<file path="src/rtl/i2s_rx_stereo.sv">
// i2s_rx_stereo: oversampled I2S / left-justified stereo receiver.
// Left/right words leave as one pair on a valid/ready handshake.
module i2s_rx_stereo #(
  parameter int WORD_LEN = 16,
  parameter int SLOT_LEN = 32,
  parameter bit LJ_MODE  = 1'b0
) (
  input  logic                CLK,
  input  logic                RST,
  input  logic                BCLK,
  input  logic                LRCLK,
  input  logic                ADCDAT,
  output logic [WORD_LEN-1:0] leftData,
  output logic [WORD_LEN-1:0] rightData,
  output logic                outValid,
  input  logic                outReady,
  output logic                frameErr,
  output logic                overrun,
  input  logic                clrErr
);

  localparam int CW = $clog2(SLOT_LEN + 1);
  localparam logic [CW-1:0] WL = CW'(WORD_LEN);
  localparam logic [CW-1:0] SL = CW'(SLOT_LEN);
  localparam logic [CW-1:0] ONE = CW'(1);

  typedef enum logic [1:0] {
    IDLE,
    LEFT,
    RIGHT
  } state_t;

  logic [1:0] bclkSync;
  logic [1:0] lrSync;
  logic [1:0] datSync;
  logic       bclkLast;

  logic bitStb;
  logic ws;
  logic bitIn;
  logic wsEdge;

  state_t              state, stateNx;
  logic                wsLast, wsLastNx;
  logic [CW-1:0]       bitCnt, cntNx;
  logic [WORD_LEN-1:0] shiftReg, shNx;
  logic [WORD_LEN-1:0] leftStage, leftStageNx;
  logic [WORD_LEN-1:0] leftNx, rightNx;
  logic                validNx, feNx, ovNx;

  logic                wordDone;
  logic                shortSlot;
  logic                pairOffer;
  logic [WORD_LEN-1:0] word;

  always_ff @(posedge CLK or posedge RST) begin
    if (RST) begin
      bclkSync <= '0;
      lrSync   <= '0;
      datSync  <= '0;
      bclkLast <= 1'b0;
    end else begin
      bclkSync <= {bclkSync[0], BCLK};
      lrSync   <= {lrSync[0], LRCLK};
      datSync  <= {datSync[0], ADCDAT};
      bclkLast <= bclkSync[1];
    end
  end

  assign bitStb = bclkSync[1] & ~bclkLast;
  assign ws     = lrSync[1];
  assign bitIn  = datSync[1];
  assign wsEdge = bitStb & (ws != wsLast);

  always_ff @(posedge CLK or posedge RST) begin
    if (RST) begin
      state     <= IDLE;
      wsLast    <= 1'b0;
      bitCnt    <= '0;
      shiftReg  <= '0;
      leftStage <= '0;
      leftData  <= '0;
      rightData <= '0;
      outValid  <= 1'b0;
      frameErr  <= 1'b0;
      overrun   <= 1'b0;
    end else begin
      state     <= stateNx;
      wsLast    <= wsLastNx;
      bitCnt    <= cntNx;
      shiftReg  <= shNx;
      leftStage <= leftStageNx;
      leftData  <= leftNx;
      rightData <= rightNx;
      outValid  <= validNx;
      frameErr  <= feNx;
      overrun   <= ovNx;
    end
  end

  always_comb begin
    stateNx     = state;
    wsLastNx    = wsLast;
    cntNx       = bitCnt;
    shNx        = shiftReg;
    leftStageNx = leftStage;
    leftNx      = leftData;
    rightNx     = rightData;
    validNx     = outValid;
    feNx        = frameErr;
    ovNx        = overrun;
    wordDone    = 1'b0;
    shortSlot   = 1'b0;
    pairOffer   = 1'b0;
    word        = '0;

    if (bitStb) begin
      wsLastNx = ws;
      if (state != IDLE) begin
        // In I2S the bit on the edge strobe still closes the old slot
        if (!wsEdge || !LJ_MODE) begin
          if (cntNx < WL) begin
            shNx     = {shNx[WORD_LEN-2:0], bitIn};
            wordDone = (cntNx == WL - ONE);
            word     = shNx;
          end
          if (cntNx != SL) begin
            cntNx = cntNx + ONE;
          end
        end
        if (wsEdge && (cntNx < WL)) begin
          shortSlot = 1'b1;
          wordDone  = 1'b1;
          word      = shNx << (WL - cntNx);
        end
        if (wordDone) begin
          if (state == LEFT) begin
            leftStageNx = word;
          end else begin
            pairOffer = 1'b1;
          end
        end
      end
      if (wsEdge) begin
        cntNx = '0;
        shNx  = '0;
        if (!ws) begin
          stateNx = LEFT;
        end else if (state != IDLE) begin
          stateNx = RIGHT;
        end
        if (LJ_MODE && (stateNx != IDLE)) begin
          shNx  = {{(WORD_LEN-1){1'b0}}, bitIn};
          cntNx = ONE;
        end
      end
    end

    if (clrErr) begin
      feNx = 1'b0;
      ovNx = 1'b0;
    end
    if (shortSlot) begin
      feNx = 1'b1;
    end

    if (outValid && outReady) begin
      validNx = 1'b0;
    end
    if (pairOffer) begin
      if (!outValid || outReady) begin
        leftNx  = leftStage;
        rightNx = word;
        validNx = 1'b1;
      end else begin
        ovNx = 1'b1;
      end
    end
  end

endmodule

</file>
<file path="config.mk">
export PLATFORM = sky130hd
export DESIGN_NAME = i2s_rx_stereo
export DESIGN_NICKNAME = d
export VERILOG_FILES = /design/src/rtl/i2s_rx_stereo.sv
export SDC_FILE = /design/constraint.sdc
export NUM_CORES = 1
export LEC_CHECK = 0
export CAP_MARGIN = 20
export CORE_MARGIN = 2
export CORE_UTILIZATION = 55
export CTS_BUF_LIST = sky130_fd_sc_hd__clkbuf_4
export DETAILED_ROUTE_END_ITERATION = 10
export PLACE_DENSITY_LB_ADDON = 0.3
export SKIP_LAST_GASP = 1
export SLEW_MARGIN = 20
export SYNTH_ARGS = -nofsm -noshare
export SYNTH_HDL_FRONTEND = slang
export SYNTH_SLANG_ARGS = --single-unit
</file>
<file path="constraint.sdc">
create_clock -name CLK -period 6.1 [get_ports CLK]
set_input_delay 0.61 -clock CLK [delete_from_list [all_inputs] [get_ports CLK]]
set_output_delay 0.61 -clock CLK [all_outputs]
set_load 0.03 [all_outputs]
</file>
Word-level counts from Yosys, hierarchy flattened
Index checks and enable logic that the tools add are counted.
{ "word_totals": {"word_cells": 73, "out_inout_bits": 35, "input_bits": 7, "ff_bits": 83} }
{ "classes": {"muxes": 35, "n_bitwise": 3, "n_lt_le_gt_ge": 2, "n_addsub": 2, "reduce_logical": 11, "eq_ne": 5, "shifts": 1} }
{ "ops": {"columns": ["cell", "count"], "rows": [
  ["$mux W16", 9],
  ["$mux W6", 5],
  ["$mux W1", 19],
  ["$shl A16 B6 Y16", 1],
  ["$lt A6 B5 Y1 const B", 2],
  ["$add A6 B1 Y6 const B", 1],
  ["$eq A6 B4 Y1 const B", 1],
  ["$ne A6 B6 Y1 const B", 1],
  ["$reduce_bool A2 Y1", 3],
  ["$sub A5 B6 Y6 const A", 1],
  ["$mux W2", 2],
  ["$reduce_and A2 Y1", 2],
  ["$reduce_and A4 Y1", 1],
  ["$reduce_and A3 Y1", 1],
  ["$and A1 B1 Y1", 2],
  ["$eq A2 B1 Y1 const B", 1],
  ["$logic_and A1 B1 Y1", 2],
  ["$ne A2 B1 Y1 const B", 1],
  ["$logic_not A1 Y1", 1],
  ["$logic_or A1 B1 Y1", 1],
  ["$ne A1 B1 Y1", 1],
  ["$not A1 Y1", 1]
]} }

Longest topological paths before layout
{ "logic_depth": {"word_depth": 13, "depth_mapped": 14, "ltp_nobuf": 12} }

Worst setup path after synthesis
No wires, ideal clock.
{ "synth_path": {"kind": "register to register", "startpoint": "register bitCnt[0]", "endpoint": "register leftStage[15]", "required_time_ns": 5.964, "period_less_slack_ns": 3.175, "arrival_time_ns": 3.039, "stages_incl_launch_ff": 15, "path_slack_ns": 2.925, "setup_ns": 0.136, "path_cell_list": "dfrtp_1 -> clkinv_1 -> ha_1 -> nor4b_4 -> buf_2 -> nand2_1 -> xnor2_1 -> ha_1 -> buf_1 -> clkbuf_1 -> nand2_1 -> o22ai_1 -> nor3_1 -> a221oi_1 -> a21oi_1"} }
{ "synth_via": {"elab_chain_cells": 10} }
{ "synth_lines": {"columns": ["item", "line_no", "source"], "rows": [
  ["start, declared", "45", "logic [CW-1:0] bitCnt, cntNx;"],
  ["start signal, assigned", "90", "bitCnt <= cntNx;"],
  ["parallel branches: the longest is 10 deep, another holds $add A6 B1 Y6", null, null],
  ["end signal, assigned", "92", "leftStage <= leftStageNx;"],
  ["end, declared", "47", "logic [WORD_LEN-1:0] leftStage, leftStageNx;"]
]} }
Several ways; the timed one is not identified. The select of a mux whose other input is x is not followed.
A chain may end at the register's enable or synchronous reset.

Worst setup path in the final report
{ "layout_path": {"startpoint": "register bitCnt[0]", "endpoint": "register leftStage[14]"} }
The elaborated chain is that of the path after synthesis.

==> metrics.txt <==
status=complete, no violations; drt drc=0; Leak=2.165 nW; Critical R2R Launch=bitCnt[0]; number of enable flip-flop cells after synthesis=0; die width=roughly 95 um; smallest hold slack=0.3779 ns; CP Launch Type=register; R2R Path End=leftStage[14]; post-synth top area cell=dfrtp_1; initial antenna violation count=0; Mapped Area=4588 um^2; die area=9089 um^2; clk root buf=clkbuf_4; synth cell count leaders=nand2_1, dfrtp_1, a21oi_1; largest net degree at the start of global routing=84; final worst path period need=3.891 ns; Routed Antenna Nets=0; H-tree depth=3; total grt overflow=0; maximum vdd ir drop=0.0002588 V; clock latency at the later pin of the worst-skew pair=0.44 ns; first-pass detailed-route iteration total=5; hold path startpoint=datSync[0]; RSZ-0062 raised after global routing=no; initial drt markers=between 300 and 400; setup violators final=0; largest cells by area after synthesis=dfrtp_1, nand2_1, a21oi_1; Tightest Pin Transition=0.9056 ns; top-count cell post-synth=nand2_1; site row count=33; Worst Hold Class=reg2reg; crit path capture type=register; WP data required=6.40 ns; Slew Limit Headroom=39.40%; period utilization=about 64%; Port Buf Inserts=just over 40; Worst Hold Depth=0; worst-case clock skew=0.01836 ns; Die Span Y=95.34 um; worst r2r path cells=10; share of post-route cells with drive strength above 1=8.394%; Synth top area share=roughly 45%; FF-to-FF setup slack=2.21 ns; Syn Inst Count=523; Setup TNS=0 ns; first-pass GRT wire length=19.24 mm; crit path kind=reg2reg; routed vias/inst=around 6.1; Max-Cap Viols=0; largest fanout on the critical path=26; fill count=around 710; setup bufs post-CTS=0; n_diodes=0; Placer Congestion=0.9380; core region area=8134 um^2; pwr dens=387.2 nW/um^2; CTS resizes=0; Post-Synthesis Net Count=533; CTS buffer count=9; f_max=0.2570 GHz; CTS clk-pin slew, worst paths=0.14 ns; Unique masters post-synth=65; Nets=roughly 550; clk buf depth=2; number of global-route vias before repair=3,697; Placement Setup Slack=about 2.3 ns; Ports=42; ys async rst share=100.0%; register area share after synthesis=45.27%; total number of vias=~4,000; Main synth FF type=dfrtp_1; post-synthesis register bit count=83; Avg Cell Area, Syn=8.773 um^2; Final Max Slew Viols=0; Layout Utilization=63.45%; CTS tree=yes; area grow syn2layout=12.49%; crit path from=bitCnt[0]; clk sinks=83; post-DP HPWL=approximately 8.2 mm; Fin. Hold Viols=0; WL final=11.63 mm; starting density of the core=56.41%; final total power=1.999 mW; WHS Endpoint=datSync[1]; Critical Path AT=4.19 ns; Synth warnings=0; Tot GR Track Use=27.56%; wire per inst=17.81 um; final worst slack=2.209 ns; CTS hold repair buffers=0
worst max-delay path, cell delays in order, from the launching register on:
cell	delay (ns)
dfrtp_1	0.41
clkinv_1	0.20
ha_1	0.24
nor4b_4	0.61
nand2_1	0.21
xnor2_1	0.17
ha_1	0.89
mux2i_1	0.30
o2111a_1	0.29
nor3_1	0.31
o21ai_1	0.10
worst max path at each step:
| stage | slack [ns] | endpoint | cells past startpoint |
|---|---|---|---|
| after floorplan | 2.92 | leftStage[15] | 14 |
| after global placement | 2.46 | leftStage[14] | 10 |
| after detailed placement | 2.29 | leftStage[14] | 10 |
| after CTS | 2.24 | leftStage[15] | 11 |
| after global routing | 1.92 | leftStage[15] | 11 |
| final | 2.21 | leftStage[14] | 10 |
cell usage in the layout, fill, tap and decap left out, types with 3 or more instances in the layout:
cell / count
nor2b_1: 4
o22ai_1: 6
a22oi_1: 8
a211oi_1: 5
buf_4: 8
or3_1: 5
mux2_2: 5
xor2_1: 4
nand2_1: 128
a21oi_1: 41
nand3_1: 4
clkinv_2: 3
dfrtp_1: 83
a31oi_1: 9
o31ai_1: 5
o211ai_1: 4
xnor2_1: 6
nor2_1: 34
nand2b_1: 4
o21ai_0: 29
ha_1: 3
a32oi_1: 5
mux4_2: 3
nor3_1: 12
o21ai_1: 4
o31a_1: 3
inv_1: 7
clkdlybuf4s50_1: 41
clkbuf_4: 9
mux2i_1: 18
o221ai_1: 4
area by class of cell:
class / count / area, um^2 / area share [%]
Multi-Input combinational cell: 390 / 2293 / 44.44
Clock buffer: 9 / 67.56 / 1.309
Sequential cell: 83 / 2077 / 40.24
Inverter: 9 / 35.03 / 0.6788
Timing Repair Buffer: 50 / 481.7 / 9.333
Clock inverter: 7 / 75.07 / 1.455
Tap cell: 105 / 131.4 / 2.545
registers in the layout, indices dropped and copies added (netlist names):
register / flops
datSync: 2
outValid: 1
shiftReg: 16
state: 2
leftData: 16
bitCnt: 6
wsLast: 1
lrSync: 2
frameErr: 1
bclkLast: 1
bclkSync: 2
overrun: 1
leftStage: 16
rightData: 16
through the flow:
| stage | instances | area, um^2 |
|---|---|---|
| floorplan | 523 | 4588 |
| global placement | 637 | 5012 |
| detailed placement | 637 | 5012 |
| CTS | 653 | 5155 |
| global route | 653 | 5161 |
| finish | 653 | 5161 |
power breakdown:
group | internal (mW) | switching [mW]
combinational | 0.394 | 0.632
sequential | 0.595 | 0.0490
clock | 0.128 | 0.201
total | 1.12 | 0.882
routing by layer:
layer | GRT usage (%) | wire length [um]
met4 | 7.246 | 144
met5 | 0 | 0
met1 | 38.64 | 5336
met2 | 44.31 | 5640
met3 | 4.901 | 505
logic make-up (layout without fill, tap and decap cells):
logic type	Yosys count	after routing	share of synthesized area [%]
compound gates	138	138	19.28
mux	27	27	7.117
simple gates	211	211	20.45
buf+inv	50	75	4.799
fa+ha+maj	3	3	0.8182
flops	83	83	45.27
xor+xnor	11	11	2.263
Note: power is estimated with default switching activity, not from simulation.
